$ cat config.mk
export PLATFORM = sky130hd
export DESIGN_NAME = v_issue_seq
export DESIGN_NICKNAME = d
export VERILOG_FILES = /design/src/rtl/v_pkg.sv /design/src/rtl/v_unit_classify.sv /design/src/rtl/v_issue_seq.sv
export SDC_FILE = /design/constraint.sdc
export NUM_CORES = 1
export LEC_CHECK = 0
export CORE_MARGIN = 2
export CORE_UTILIZATION = 25
export CTS_CLUSTER_DIAMETER = 150
export CTS_CLUSTER_SIZE = 28
export DETAILED_ROUTE_END_ITERATION = 16
export PLACE_DENSITY = 0.56
export SYNTH_ARGS = -nofsm -noshare
export SYNTH_HDL_FRONTEND = slang
export SYNTH_SLANG_ARGS = --single-unit
$ cat constraint.sdc
create_clock -name clk -period 4.9 [get_ports clk]
set_input_delay 0.98 -clock clk [delete_from_list [all_inputs] [get_ports clk]]
set_output_delay 0.98 -clock clk [all_outputs]
set_load 0.02 [all_outputs]
$ cat src/rtl/v_pkg.sv
// Shared types and constants for the vector issue sequencer.
package v_pkg;

  // Datapath unit selected by an instruction.
  typedef enum logic [2:0] {
    U_NONE,
    U_ALU,
    U_MUL,
    U_RED,
    U_SLDU,
    U_LOAD,
    U_STORE,
    U_CFG
  } v_unit_e;

  // Sequencer states.
  typedef enum logic [2:0] {
    IDLE,
    CFG,
    ISSUE,
    WAIT,
    WB,
    ERR
  } v_seq_state_e;

  // LSU op codes 1..LSU_LOAD_MAX are loads; above that up to LSU_STORE_MAX are stores.
  localparam logic [3:0] LSU_LOAD_MAX  = 4'd6;
  localparam logic [3:0] LSU_STORE_MAX = 4'd12;

  // Start-bus bit for a unit: {store,load,sldu,red,mul,alu}; CFG and NONE have no start bit.
  function automatic logic [5:0] unit_onehot(input v_unit_e unit);
    logic [5:0] oh;
    oh = 6'b000000;
    case (unit)
      U_ALU:   oh = 6'b000001;
      U_MUL:   oh = 6'b000010;
      U_RED:   oh = 6'b000100;
      U_SLDU:  oh = 6'b001000;
      U_LOAD:  oh = 6'b010000;
      U_STORE: oh = 6'b100000;
      default: oh = 6'b000000;
    endcase
    return oh;
  endfunction

endpackage

$ cat src/rtl/v_unit_classify.sv
// Combinational priority classifier: decoder fields -> destination unit.
module v_unit_classify
  import v_pkg::*;
(
  input  logic [3:0] v_alu_op_i,
  input  logic       is_mul_i,
  input  logic [3:0] v_lsu_op_i,
  input  logic [2:0] v_sldu_op_i,
  input  logic [2:0] v_red_op_i,
  input  logic       is_vconfig_i,
  output logic [2:0] unit_o
);

  v_unit_e unit;

  // Priority cfg > lsu > sldu > red > mul > alu; LSU codes above the store range fall through.
  always_comb begin
    unit = U_NONE;
    if (is_vconfig_i) begin
      unit = U_CFG;
    end else if ((v_lsu_op_i != 4'd0) && (v_lsu_op_i <= LSU_LOAD_MAX)) begin
      unit = U_LOAD;
    end else if ((v_lsu_op_i > LSU_LOAD_MAX) && (v_lsu_op_i <= LSU_STORE_MAX)) begin
      unit = U_STORE;
    end else if (v_sldu_op_i != 3'd0) begin
      unit = U_SLDU;
    end else if (v_red_op_i != 3'd0) begin
      unit = U_RED;
    end else if (is_mul_i) begin
      unit = U_MUL;
    end else if (v_alu_op_i != 4'd0) begin
      unit = U_ALU;
    end
  end

  assign unit_o = unit;

endmodule

$ cat src/rtl/v_issue_seq.sv
// Single-issue vector sequencer: accept, start unit, wait for done, write back.
module v_issue_seq
  import v_pkg::*;
#(
  parameter int TIMEOUT_CYCLES = 64,
  parameter int CNT_W          = 10
) (
  input  logic        clk,
  input  logic        rst,
  input  logic        instr_valid,
  input  logic [31:0] instr_in,
  output logic        instr_ready,
  input  logic [3:0]  v_alu_op,
  input  logic        is_mul,
  input  logic [3:0]  v_lsu_op,
  input  logic [2:0]  v_sldu_op,
  input  logic [2:0]  v_red_op,
  input  logic        is_vconfig,
  input  logic        done_valu,
  input  logic        done_vmul,
  input  logic        done_vred,
  input  logic        done_vsldu,
  input  logic        done_vload,
  input  logic        done_store,
  output logic [31:0] instr_q,
  output logic [2:0]  unit_q,
  output logic [5:0]  start,
  output logic        vconfig_wr_en,
  output logic        v_reg_wr_en,
  output logic        x_reg_wr_en,
  output logic        busy,
  output logic        illegal_instr,
  output logic        timeout_err
);

  v_seq_state_e state_q, state_d;
  logic [31:0]  instr_d;
  logic [2:0]   unit_d;
  logic [2:0]   cls_unit;
  logic [CNT_W-1:0] wd_q, wd_d;
  logic         timeout_q, timeout_d;
  logic         illegal_q, illegal_d;
  logic         sel_done;
  v_unit_e      cur_unit;

  v_unit_classify u_classify (
    .v_alu_op_i   (v_alu_op),
    .is_mul_i     (is_mul),
    .v_lsu_op_i   (v_lsu_op),
    .v_sldu_op_i  (v_sldu_op),
    .v_red_op_i   (v_red_op),
    .is_vconfig_i (is_vconfig),
    .unit_o       (cls_unit)
  );

  assign cur_unit      = v_unit_e'(unit_q);
  assign busy          = (state_q != IDLE);
  assign instr_ready   = (state_q == IDLE) && !timeout_q;
  assign illegal_instr = illegal_q;
  assign timeout_err   = timeout_q;

  // Only the latched unit's done is honoured; all others are ignored.
  always_comb begin
    sel_done = 1'b0;
    case (cur_unit)
      U_ALU:   sel_done = done_valu;
      U_MUL:   sel_done = done_vmul;
      U_RED:   sel_done = done_vred;
      U_SLDU:  sel_done = done_vsldu;
      U_LOAD:  sel_done = done_vload;
      U_STORE: sel_done = done_store;
      default: sel_done = 1'b0;
    endcase
  end

  // Next-state, watchdog and Moore pulse outputs.
  always_comb begin
    state_d       = state_q;
    instr_d       = instr_q;
    unit_d        = unit_q;
    wd_d          = wd_q;
    timeout_d     = timeout_q;
    illegal_d     = 1'b0;
    start         = 6'b000000;
    vconfig_wr_en = 1'b0;
    v_reg_wr_en   = 1'b0;
    x_reg_wr_en   = 1'b0;
    case (state_q)
      IDLE: begin
        if (instr_valid && instr_ready) begin
          instr_d = instr_in;
          unit_d  = cls_unit;
          if (cls_unit == U_CFG) begin
            state_d = CFG;
          end else if (cls_unit == U_NONE) begin
            illegal_d = 1'b1;
          end else begin
            state_d = ISSUE;
          end
        end
      end
      CFG: begin
        vconfig_wr_en = 1'b1;
        state_d       = IDLE;
      end
      ISSUE: begin
        start = unit_onehot(cur_unit);
        wd_d  = '0;
        if (sel_done) begin
          state_d = (cur_unit == U_STORE) ? IDLE : WB;
        end else begin
          state_d = WAIT;
        end
      end
      WAIT: begin
        // A done arriving on the expiry cycle takes precedence over the error.
        if (sel_done) begin
          state_d = (cur_unit == U_STORE) ? IDLE : WB;
        end else if (wd_q == CNT_W'(TIMEOUT_CYCLES - 1)) begin
          timeout_d = 1'b1;
          state_d   = ERR;
        end else if (wd_q != {CNT_W{1'b1}}) begin
          wd_d = wd_q + 1'b1;
        end
      end
      WB: begin
        if (cur_unit == U_RED) begin
          x_reg_wr_en = 1'b1;
        end else begin
          v_reg_wr_en = 1'b1;
        end
        state_d = IDLE;
      end
      ERR: begin
        state_d = ERR;
      end
      default: begin
        state_d = IDLE;
      end
    endcase
  end

  // State and latched-instruction registers with synchronous reset.
  always_ff @(posedge clk) begin
    if (rst) begin
      state_q   <= IDLE;
      instr_q   <= 32'd0;
      unit_q    <= U_NONE;
      wd_q      <= '0;
      timeout_q <= 1'b0;
      illegal_q <= 1'b0;
    end else begin
      state_q   <= state_d;
      instr_q   <= instr_d;
      unit_q    <= unit_d;
      wd_q      <= wd_d;
      timeout_q <= timeout_d;
      illegal_q <= illegal_d;
    end
  end

endmodule

# --- Word-level counts from Yosys, hierarchy flattened ---
# Index checks and enable logic that the tools add are counted.
classes:
  n_mux: 28
  n_lt_le_gt_ge: 3
  n_reduce_logical: 18
  addsub: 1
  eq_ne: 20
  bitwise: 3
op_table:
  columns: ["op", "n"]
  rows:
  - ["2-to-1 mux 3 bit", 13]
  - ["case mux 6 bit (6 select lines)", 1]
  - ["2-to-1 mux 10 bit", 3]
  - ["case mux 10 bit (2 select lines)", 1]
  - ["== test 3 bit (second input constant)", 6]
  - ["== test 3 x 2 -> 1 bit (second input constant)", 4]
  - ["case mux 3 bit (4 select lines)", 1]
  - ["adder 10 x 1 -> 10 bit (second input constant)", 1]
  - ["== test 10 x 6 -> 1 bit (second input constant)", 1]
  - ["!= test 10 bit (second input constant)", 1]
  - ["nonzero test 3 bit", 3]
  - ["nonzero test 4 bit", 2]
  - ["2-to-1 mux 1 bit", 7]
  - ["== test 3 x 1 -> 1 bit (second input constant)", 2]
  - ["zero test 3 bit", 2]
  - ["2-to-1 mux 6 bit", 1]
  - ["!= test 2 bit (second input constant)", 3]
  - ["!= test 3 bit (second input constant)", 2]
  - ["case mux 1 bit (6 select lines)", 1]
  - ["AND reduction 3 bit", 2]
  - ["> comparator 4 x 3 -> 1 bit (second input constant)", 1]
  - ["<= comparator 4 x 3 -> 1 bit (second input constant)", 1]
  - ["<= comparator 4 bit (second input constant)", 1]
  - ["logical AND 1 bit", 4]
  - ["7 further kinds", 9]
word_totals:
  out_inout_bits: 48
  word_cells: 79
  regBits: 50
  inputBits: 57

# --- Longest topological paths before layout ---
depth:
  depth_word: 13
  mapped_depth: 7
  depth_no_buf: 4

# --- By module ---
# From an unflattened synthesis, not the netlist that was laid out.
unflattened:
  hier_cells: 296
  area_unflattened_um2: 2368.5
modules_own_cells:
  columns: ["module", "instances", "seq_area_each_um2", "area_each_um2", "cells_each"]
  rows:
  - ["v_issue_seq", 1, 1001.0, 2257.2, 281]
  - ["v_unit_classify", 1, 0.0, 111.4, 15]

# --- Least setup slack after synthesis ---
# OpenSTA, ideal clock, no wires.
synth_path:
  path_type: "reg2out"
  startpoint: "reg state_q[1]"
  endpoint: "out start[3]"
  arrival_time_ns: 1.580
  setup_slack_ns: 2.340
  n_path_buf: 1
  t_required_ns: 3.920
  stages_incl_launch_ff: 5
  path_cell_list: "dfxtp_1 -> clkbuf_1 -> nor3b_1 -> nand2_1 -> nor3_1"
synth_between:
  elab_chain_cells: 2
synth_lines:
  columns: ["item", "line", "source"]
  rows:
  - ["from (decl)", "v_issue_seq.sv:36", "v_seq_state_e state_q, state_d;"]
  - ["from (signal assigned)", "v_issue_seq.sv:153", "state_q <= state_d;"]
  - ["== test 3 x 2 -> 1 bit", "v_issue_seq.sv:88", "case (state_q)"]
  - ["2-to-1 mux 6 bit", "v_issue_seq.sv:88", null]
  - ["to (decl)", "v_issue_seq.sv:27", "output logic [5:0] start,"]
# No other way between the ends.

# --- Final worst setup path ---
# Ends and elaborated chain as after synthesis.

==> reports/results.ini <==
[floorplan]
die_width_um = 101.4
rows = 35
die-area_sq_mm = 0.01028
coreArea_sq_mm = 0.009240
pin_count = 105
die_h_um = 101.4
initial_core_util_pct = 25.67

[final_layout]
nets = 450
post-route-util_pct = 38.75
area_growth_pct = 50.95
fillers = 961
drive_above_1_share_pct = 4.835
antennaDiodeCount = 0

[power_and_ir_drop]
p_sw_uw = 302.3
leakage_uw = 0.001229
pwr-share-clk_pct = 24.9
powerDensity_mw_per_mm2 = 270.7
p_int_uw = 667.1
sequentialPowerShare_pct = 47.4
combinationalPowerShare_pct = 27.7
ir_worst_vdd_mv = 0.1092
swShare_pct = 31.18

[cts]
root_buffer = clkbuf_8
postCtsSetupRepairBufs = 0
cts_max_level = 2
clk_pin_slew_ns = 0.09
clk_latency_ns = 0.30
cts_made_buffers = 5
ctsResizeCount = 0
clock_path_buffers = 2
postCtsHoldBufs = 0
cts.sinks = 50
cts_tree = yes

[critical_path]
worst-path-buf-inv = 1
r2r_setup_slack_ns = 2.33
path_delay_family = simple AND/OR/NAND/NOR gates
worstSetupEndpointType = output pin
cp_data_required_time_ns = 3.92
worstPathCellList = nor3b_1 > nand2_1 > nor3_1 > clkdlybuf4s50_1
r2r_end = unit_q[1]
critPathArrivalTime_ns = 2.39
r2r_cells = 3
cp_max_fo = 12
worstSetupStartpointType = flop
cp_slowest_cell = clkdlybuf4s50_1
cpPeakStageDelay_ns = 0.63
worst-path-stages = 4
reg2reg_from = state_q[2]
path_class = flop to output pin

[detailed_routing]
wl_per_cell_um = 12.36
avgViaCountPerCell = 4.573
totalWireLength_mm = 6.452
drt_iter0_markers = 104
dr.pass1.iters = 4
post-route-drc-count = 0
num_vias = 2387
antenna_left = 0

[synth]
synthMuxAreaShare_pct = 6.487
seq_area_frac_synth_pct = 42.19
yosys.area_share.simple_pct = 31.59
synth.avg_cell_area_sq_um = 7.881
syn-instance-count = 301
synth_compound_area_share_pct = 15.24
synth_nets = 359
synth_top_cell_by_area = dfxtp_1
synth_edf_count = 0
ys_ff_latch = 50
synthTopCellsByArea = dfxtp_1, nand2_1, a21oi_1
yosysMostFrequentCell = nand2_1
synth_top_family_by_area = simple AND/OR/NAND/NOR gates
async_flop_share_pct = 0
ys_types = 42
synth-warning-count = 0
synth_top_area_share_pct = 42.19
yosys.area_share.adder_pct = 0.5274
synth_ff_type = dfxtp_1
synth_xor_area_share_pct = 0
synth_area_sq_mm = 0.002372
synth_common_cells = nand2_1, dfxtp_1, a21oi_1

[sta]
finClkSkew_ns = 0.004755
tightest_slew_ns = 1.105
relSlewSlack_pct = 26.14
finalHoldViolCount = 0
finalSetupViolations = 0
period_share_pct = 68.83
setup_tns_ns = 0
fmax_mhz = 296.5
grt_setup_unrepaired = no
slew_viol_final = 0
post-route-min-period_ns = 3.372

[global_route]
grt_start_max_net_pins = 47
grt_usage_pct = 12.35
antenna_found_initial = 0
grt_pass1_vias = 2149
grt-ovfl-total = 0
grt_pass1_wl_mm = 10.14

[place]
routabilityCongestion = 0.8022
io_buffer_count = 104
hpwl_mm = 4.785

[outcome]
status = finished clean

[worst_hold_path]
min_to = instr_q[14]
hold_class = flop to flop
holdPathStages = 2
hold_start = instr_q[14]

[run]
cap_violations = 0

==> placed cells by master (no fill, tap or decap), types with 3 or more instances in the layout <==
cell type	netlist	routed
nor4_1	4	4
and2_1	4	4
nor3b_1	3	3
nand4_1	3	3
nor2_1	19	19
mux2i_1	6	6
dfxtp_1	50	50
nand2_1	77	77
nor3_1	5	5
nand2b_1	4	4
or3_1	7	7
a21oi_1	45	45
clkbuf_8	0	5
or4_1	6	6
nand3_1	6	6
mux4_2	3	3
and3_1	3	3
o31ai_1	6	6
clkdlybuf4s50_1	0	103
==> worst max-delay path by stage <==
stage,slack [ns],end,from
2_1_floorplan,2.34,start[3],state_q[1]
3_3_place_gp,1.82,wd_q[0],done_store
3_5_place_dp,1.76,wd_q[3],done_vsldu
4_1_cts,1.50,start[3],state_q[1]
5_1_grt,1.27,start[3],state_q[1]
6_report,1.53,start[3],state_q[1]
==> cell type report <==
cell class / instances / area, sq um / area share, %
clock buffers: 5 / 68.82 / 1.922
clock inverters: 3 / 21.27 / 0.5940
inverters: 2 / 7.507 / 0.2096
multi-input cells: 228 / 1277 / 35.67
flip-flops and latches: 50 / 1001 / 27.95
well taps: 129 / 161.4 / 4.507
repair buffers: 105 / 1044 / 29.14
==> logic make-up (layout without fill, tap and decap cells) <==
group / count (synthesis) / in the layout
and+or+nand+nor: 153 / 153
AOI/OAI and AO/OA: 63 / 63
DFF: 50 / 50
buffers and inverters: 23 / 115
muxes: 11 / 11
adders and majority gates: 1 / 1
==> tightest hold or removal path, cell delays in order, from the launching register on <==
cell and delay [ns]:
dfxtp_1 0.32, nand2_1 0.05, a21oi_1 0.05
==> state kept, by name (all words and copies together), names as in the netlist <==
register       cells
instr_q           32
wd_q              10
state_q            3
unit_q             3
illegal_instr      1
timeout_err        1
==> power groups by stage <==
stage | clock network, uW | registers (uW) | logic (uW)
3_3_place_gp | 0 | 468 | 271
5_1_grt | 270 | 465 | 294
2_1_floorplan | 0 | 488 | 123
4_1_cts | 258 | 460 | 273
3_5_place_dp | 0 | 469 | 272
6_report | 241 | 460 | 269
==> routing by layer <==
layer	vias up	GRT usage [%]	wire length, um
met5	-	0	0
met4	0	4.366	62
met3	4	2.622	283
met2	56	22.01	3236
met1	1091	14.61	2870
li1	1236	-	-
==> stage by stage <==
stage	power (uW)	setup WS, ns	hold WS, ns	cell area (sq um)	cells
2_1_floorplan	610.4	2.340	0.4392	2372	301
3_3_place_gp	739.7	1.817	0.4429	3491	514
3_5_place_dp	741.4	1.764	0.4458	3491	514
4_1_cts	991.1	1.505	0.4603	3581	522
5_1_grt	1029	1.265	0.4856	3581	522
6_report	969.4	1.528	0.4556	3581	522
(Power assumes the default switching activity.)
